==> src/rtl/rd_burst_ctrl_pkg.sv <==
// Shared widths, burst/response encodings and FSM state type for the
// AXI-style read burst controller.
package rd_burst_ctrl_pkg;

  localparam int ADD_WIDTH    = 32;
  localparam int ADD_ID_WIDTH = 4;
  localparam int BURST_LEN    = 4;
  localparam int BURST_SIZE   = 3;
  localparam int BURST_TYPE   = 2;
  localparam int DATA_WIDTH   = 32;

  localparam logic [BURST_TYPE-1:0] BURST_FIXED = 2'b00;
  localparam logic [BURST_TYPE-1:0] BURST_INCR  = 2'b01;
  localparam logic [BURST_TYPE-1:0] BURST_WRAP  = 2'b10;
  localparam logic [BURST_TYPE-1:0] BURST_RSVD  = 2'b11;

  localparam logic [1:0] RESP_OKAY   = 2'b00;
  localparam logic [1:0] RESP_SLVERR = 2'b10;

  // Largest legal size: one beat may not exceed the data bus width.
  localparam logic [BURST_SIZE-1:0] MAX_SIZE = BURST_SIZE'($clog2(DATA_WIDTH / 8));

  typedef enum logic [1:0] {
    S_IDLE    = 2'd0,
    S_ISSUE   = 2'd1,
    S_CAPTURE = 2'd2,
    S_SEND    = 2'd3
  } state_e;

  // log2(len+1) for legal WRAP lengths; 0 marks an illegal wrap length.
  function automatic logic [2:0] wrap_log2(input logic [BURST_LEN-1:0] len);
    logic [2:0] r;
    case (len)
      4'd1:    r = 3'd1;
      4'd3:    r = 3'd2;
      4'd7:    r = 3'd3;
      4'd15:   r = 3'd4;
      default: r = 3'd0;
    endcase
    return r;
  endfunction

endpackage

==> src/rtl/rd_burst_ctrl_burst_addr_gen.sv <==
// Combinational next-beat address generator with protocol error detection.
module burst_addr_gen
  import rd_burst_ctrl_pkg::*;
(
  input  logic [ADD_WIDTH-1:0]  addr,
  input  logic [BURST_SIZE-1:0] size,
  input  logic [BURST_LEN-1:0]  len,
  input  logic [BURST_TYPE-1:0] burst,
  output logic [ADD_WIDTH-1:0]  next_addr,
  output logic                  err
);

  localparam logic [ADD_WIDTH-1:0] ONE = {{(ADD_WIDTH-1){1'b0}}, 1'b1};

  logic [ADD_WIDTH-1:0] bytes_d;
  logic [ADD_WIDTH-1:0] incr_d;
  logic [ADD_WIDTH-1:0] mask_d;
  logic [2:0]           wlog_d;

  always_comb begin
    bytes_d = ONE << size;
    incr_d  = addr + bytes_d;
    wlog_d  = wrap_log2(len);
    // Window is bytes*(len+1); len+1 is a power of two for legal wraps.
    mask_d  = (bytes_d << wlog_d) - ONE;
    err     = (burst == BURST_RSVD) ||
              ((burst == BURST_WRAP) && (wlog_d == 3'd0)) ||
              (size > MAX_SIZE);
    if (err) begin
      next_addr = incr_d;
    end else begin
      case (burst)
        BURST_FIXED: next_addr = addr;
        BURST_WRAP:  next_addr = (addr & ~mask_d) | (incr_d & mask_d);
        default:     next_addr = incr_d;
      endcase
    end
  end

endmodule

==> src/rtl/rd_burst_ctrl.sv <==
// Read burst controller: accepts one burst request, reads each beat from a
// one-cycle-latency memory and returns it on an AXI-style R channel.
module rd_burst_ctrl
  import rd_burst_ctrl_pkg::*;
(
  input  logic                    clk,
  input  logic                    reset,
  input  logic                    mod2_valid_in,
  output logic                    mod2_ready_out,
  input  logic [ADD_WIDTH-1:0]    address_in,
  input  logic [ADD_ID_WIDTH-1:0] id_in,
  input  logic [BURST_LEN-1:0]    len_in,
  input  logic [BURST_SIZE-1:0]   size_in,
  input  logic [BURST_TYPE-1:0]   burst_in,
  output logic                    mem_rd_en,
  output logic [ADD_WIDTH-1:0]    mem_addr,
  input  logic [DATA_WIDTH-1:0]   mem_rdata,
  output logic [ADD_ID_WIDTH-1:0] rid,
  output logic [DATA_WIDTH-1:0]   rdata,
  output logic [1:0]              rresp,
  output logic                    rlast,
  output logic                    rvalid,
  input  logic                    rready
);

  state_e                  state_q;
  logic [ADD_WIDTH-1:0]    addr_q;
  logic [BURST_LEN-1:0]    len_q;
  logic [BURST_SIZE-1:0]   size_q;
  logic [BURST_TYPE-1:0]   burst_q;
  logic [BURST_LEN-1:0]    beat_q;
  logic                    mem_rd_en_q;
  logic [ADD_WIDTH-1:0]    mem_addr_q;
  logic [ADD_ID_WIDTH-1:0] rid_q;
  logic [DATA_WIDTH-1:0]   rdata_q;
  logic [1:0]              rresp_q;
  logic                    rlast_q;
  logic                    rvalid_q;
  logic [ADD_WIDTH-1:0]    next_addr_d;
  logic                    err_d;

  burst_addr_gen u_addr_gen (
    .addr      (addr_q),
    .size      (size_q),
    .len       (len_q),
    .burst     (burst_q),
    .next_addr (next_addr_d),
    .err       (err_d)
  );

  // Ready is gated by reset so it reads 0 in reset and 1 the cycle it releases.
  assign mod2_ready_out = (state_q == S_IDLE) && !reset;
  assign mem_rd_en      = mem_rd_en_q;
  assign mem_addr       = mem_addr_q;
  assign rid            = rid_q;
  assign rdata          = rdata_q;
  assign rresp          = rresp_q;
  assign rlast          = rlast_q;
  assign rvalid         = rvalid_q;

  always_ff @(posedge clk) begin
    if (reset) begin
      state_q     <= S_IDLE;
      addr_q      <= '0;
      len_q       <= '0;
      size_q      <= '0;
      burst_q     <= '0;
      beat_q      <= '0;
      mem_rd_en_q <= 1'b0;
      mem_addr_q  <= '0;
      rid_q       <= '0;
      rdata_q     <= '0;
      rresp_q     <= RESP_OKAY;
      rlast_q     <= 1'b0;
      rvalid_q    <= 1'b0;
    end else begin
      case (state_q)
        S_IDLE: begin
          if (mod2_valid_in) begin
            addr_q      <= address_in;
            len_q       <= len_in;
            size_q      <= size_in;
            burst_q     <= burst_in;
            rid_q       <= id_in;
            beat_q      <= '0;
            mem_rd_en_q <= 1'b1;
            mem_addr_q  <= address_in;
            state_q     <= S_ISSUE;
          end
        end
        S_ISSUE: begin
          mem_rd_en_q <= 1'b0;
          state_q     <= S_CAPTURE;
        end
        S_CAPTURE: begin
          rdata_q  <= mem_rdata;
          rresp_q  <= err_d ? RESP_SLVERR : RESP_OKAY;
          rlast_q  <= (beat_q == len_q);
          rvalid_q <= 1'b1;
          state_q  <= S_SEND;
        end
        S_SEND: begin
          if (rready) begin
            rvalid_q <= 1'b0;
            rlast_q  <= 1'b0;
            if (beat_q == len_q) begin
              state_q <= S_IDLE;
            end else begin
              beat_q      <= beat_q + 4'd1;
              addr_q      <= next_addr_d;
              mem_addr_q  <= next_addr_d;
              mem_rd_en_q <= 1'b1;
              state_q     <= S_ISSUE;
            end
          end
        end
        default: state_q <= S_IDLE;
      endcase
    end
  end

endmodule

==> config.mk <==
export PLATFORM = sky130hd
export DESIGN_NAME = rd_burst_ctrl
export DESIGN_NICKNAME = d
export VERILOG_FILES = /design/src/rtl/rd_burst_ctrl_pkg.sv /design/src/rtl/rd_burst_ctrl_burst_addr_gen.sv /design/src/rtl/rd_burst_ctrl.sv
export SDC_FILE = /design/constraint.sdc
export NUM_CORES = 1
export LEC_CHECK = 0
export BUFFER_PORTS_ARGS = -buffer_cell sky130_fd_sc_hd__buf_2
export CAP_MARGIN = 20
export CORE_MARGIN = 2
export CORE_UTILIZATION = 40
export CTS_CLUSTER_SIZE = 25
export DETAILED_ROUTE_END_ITERATION = 16
export PLACE_DENSITY = 0.63
export SKIP_LAST_GASP = 1
export SYNTH_ARGS = -nofsm -noshare
export SYNTH_HDL_FRONTEND = slang
export SYNTH_SLANG_ARGS = --single-unit
==> constraint.sdc <==
create_clock -name clk -period 4.2 [get_ports clk]
set_input_delay 0.84 -clock clk [delete_from_list [all_inputs] [get_ports clk]]
set_output_delay 0.84 -clock clk [all_outputs]
set_load 0.02 [all_outputs]
==> flow_summary.ini <==
[die]
io_pins = 155
core_region_area_mm2 = 0.01262
die_h_um = 117.8
dieArea_mm2 = 0.01388
rows = 41
die_w_um = 117.8
start_util_pct = 41.05

[placed_design]
gp_congestion = 0.9463
port-buffer-count = 153
dp_hpwl_mm = 10.96
pre_cts_slack_ns = 0.7328
dpl-instance-area_mm2 = 0.006037
dp_cells = 928

[route]
detail_route.iter0.violations = 321
via_count = 5143
firstDrtPassIters = 5
wl_per_cell_um = 15.74
ant_nets = 0
via_per_inst = 5.448
drc = 0
drt_wl_total_mm = 14.86

[yosys]
synth_flop_cell = dfxtp_1
synth-edff-count = 0
netlist_area_mm2 = 0.005180
synthMuxAreaShare_pct = 7.560
ys_ff_latch = 87
synth_xor_area_share_pct = 3.237
ys_warn_count = 0
async_flop_share_pct = 0
syn_area_per_cell_um2 = 8.145
syn-instance-count = 636
netlist-cell-type-count = 84
synth_compound_area_share_pct = 20.07
synth_top_family_by_area = simple AND/OR/NAND/NOR gates
synth_simple_gate_area_share_pct = 25.87
synth_nets = 734
seq_area_frac_synth_pct = 33.62
synthAdderAreaFrac_pct = 4.444

[final_layout]
diodes = 0
fillCellCount = 1290
final_area_mm2 = 0.006375
fin_nets = 865
seq_area_mm2 = 0.001742
area_growth_syn_to_layout_pct = 23.07
final_layout_size_suffix_gt1_share_pct = 25.91
multi_input_area_mm2 = 0.003179
stdcell_count = 944

[clocking]
clk_path_buf_depth = 2
cts_sinks = 87
cts-root-buf = clkbuf_16
insertion_delay_ns = 0.34
cts_max_level = 3
cts_setup_buffers = 0
cts_buffers = 9
cts_resized = 0
holdBufCountCts = 0
clk_pin_slew_worst_paths_ns = 0.06
cts_tree = yes

[grt]
grt_pass1_wl_mm = 24.43
grt_overflow = 0
antenna_found_initial = 1
grt_usage_pct = 21.35
grt_start_max_net_pins = 89
grt_pass1_vias = 4980

[sta]
period_minus_slack_ns = 3.509
tightest_slew_ns = 1.058
min_period_over_period_pct = 83.56
setup_tns_ns = 0
relSlewSlack_pct = 29.47
fin_ws_ns = 0.6905
hold_ws_ns = 0.4611
max_freq_mhz = 284.9
skew_ns = 0.007582
maxSlewViolCount = 0
hold_violations = 0
rsz0062_at_grt = no
setup_viol = 0

[power_and_ir_drop]
leakagePower_nw = 2.770
ir_worst_vdd_v = 0.0002578
power.density_mw_per_mm2 = 669.3

[worst_setup_path]
crit_start = size_q[2]
reg2regPathDepth = 11
start_kind = flip-flop
cp.required_ns = 4.39
end_kind = flip-flop
cp.arrival_ns = 3.70
r2r_start = size_q[2]
cp_max_fo = 18
criticalPathCategory = reg -> reg
reg2reg_setup_slack_ns = 0.69

[status]
status = complete, no violations

[worst_hold_path]
min_path_type = reg -> reg

[job]
timing.max_cap.violations = 0
-- cell usage in the layout, fill, tap and decap left out, types with 4 or more instances in the layout --
cell type  synthesis  layout
clkbuf_16          0       9
a31oi_1           10      10
nor4b_1            5       5
or2_2              4       4
nand3b_1           5       5
dfxtp_1           87      87
a21oi_1           51      51
nor3_1            13      13
xnor2_1            6       6
o22ai_1            5       5
mux2i_1           38      38
a211oi_1          13      13
nand4_1            9       9
o211ai_1           5       5
nor2b_1            7       7
ha_1              16      15
or3_1              4       4
and2_1             6       6
inv_1             22      22
nand2_1           64      64
nor2_1            81      81
nand2b_1           9       9
nor4_1             5       5
o21ai_0           15      15
a22oi_1            4       4
xor2_1            10      10
buf_4              2       7
buf_2              5     153
nand3_1           12      12
o32ai_1            7       7
and3_1            11      11
-- kinds of logic (layout without fill, tap and decap cells) --
logic type,Yosys count,in the layout
other,2,2
multiplexers,39,39
adder cells (fa/ha/maj),18,18
XOR/XNOR,17,17
flip-flops,87,87
AND/OR/NAND/NOR,259,259
AO/OA/AOI/OAI,152,152
buffers and inverters,62,198
-- layout make-up --
class                      count  share of cell area, %
clock buffer                  10                  3.592
inverter                      22                  1.295
multi-input combinational    487                  49.87
clock inverter                 6                  1.708
tap                          172                  3.376
timing repair buffer         160                  12.84
sequential                    87                  27.32
-- cell usage after synthesis, types with 3 or more instances --
master | instances | area (um^2)
and3b_1 | 3 | 26.28
buf_2 | 5 | 25.02
xnor2_1 | 6 | 52.55
o22ai_1 | 5 | 31.28
or3_1 | 4 | 25.02
nor3b_1 | 3 | 22.52
xor2_1 | 10 | 87.58
a311oi_1 | 3 | 26.28
nand2_1 | 64 | 240.2
nand3_1 | 12 | 60.06
a21oi_1 | 51 | 255.2
o21ai_0 | 15 | 75.07
a22oi_1 | 4 | 30.03
a211oi_1 | 13 | 97.59
nor4b_1 | 5 | 43.79
and2_1 | 6 | 37.54
nor3_1 | 13 | 65.06
o32ai_1 | 7 | 61.31
o21a_1 | 3 | 22.52
and3_1 | 11 | 68.82
dfxtp_1 | 87 | 1742
nand3b_1 | 5 | 37.54
nand4_1 | 9 | 56.30
nor2_1 | 81 | 304.0
a31oi_1 | 10 | 62.56
inv_1 | 22 | 82.58
nor4_1 | 5 | 31.28
buf_1 | 5 | 18.77
mux2i_1 | 38 | 380.4
o211ai_1 | 5 | 37.54
nor2b_1 | 7 | 43.79
or2_2 | 4 | 25.02
ha_1 | 16 | 200.2
a21o_1 | 3 | 22.52
nand2b_1 | 9 | 56.30
clkbuf_1 | 26 | 97.59
-- metal layers --
metal / vias to the layer above / share of wire, % / global-route usage, %
met2: 172 / 47 / 35.97
met3: 19 / 6.2 / 4.554
li1: 2559 / - / -
met1: 2391 / 45 / 26.73
met5: - / 0.047 / 0
met4: 2 / 1.6 / 8.057
-- where the power goes --
| part | internal, mW | switching [mW] |
|---|---|---|
| combinational | 0.756 | 1.26 |
| clock | 0.580 | 0.333 |
| sequential | 1.08 | 0.265 |
| total | 2.41 | 1.85 |
-- worst max-delay path: stages, from the launching register on --
cell	delay [ns]
dfxtp_1	0.48
or3b_2	0.57
inv_1	0.08
ha_1	0.14
a21oi_1	0.04
o21ai_0	0.33
a2111oi_0	0.19
buf_4	0.17
nor3_1	0.74
nand2_1	0.15
o311ai_0	0.35
o22ai_1	0.11
-- worst min path at each step --
stage          cells after the start  slack (ns)       start    endpoint
2_1_floorplan                      2        0.45  burst_q[0]  burst_q[0]
3_3_place_gp                       2        0.44      rid[3]      rid[3]
3_5_place_dp                       2        0.45      rid[1]      rid[1]
4_1_cts                            2        0.46      rid[1]      rid[1]
5_1_grt                            2        0.49      rid[1]      rid[1]
6_report                           2        0.46      rid[1]      rid[1]
-- per-stage QoR --
stage,power [mW],utilization [%]
finish,4.267,50.52
global route,4.569,50.52
CTS,4.293,50.52
detailed placement,3.358,47.84
global placement,3.318,47.84
floorplan,2.767,-
Note: power is estimated with default switching activity, not from simulation.
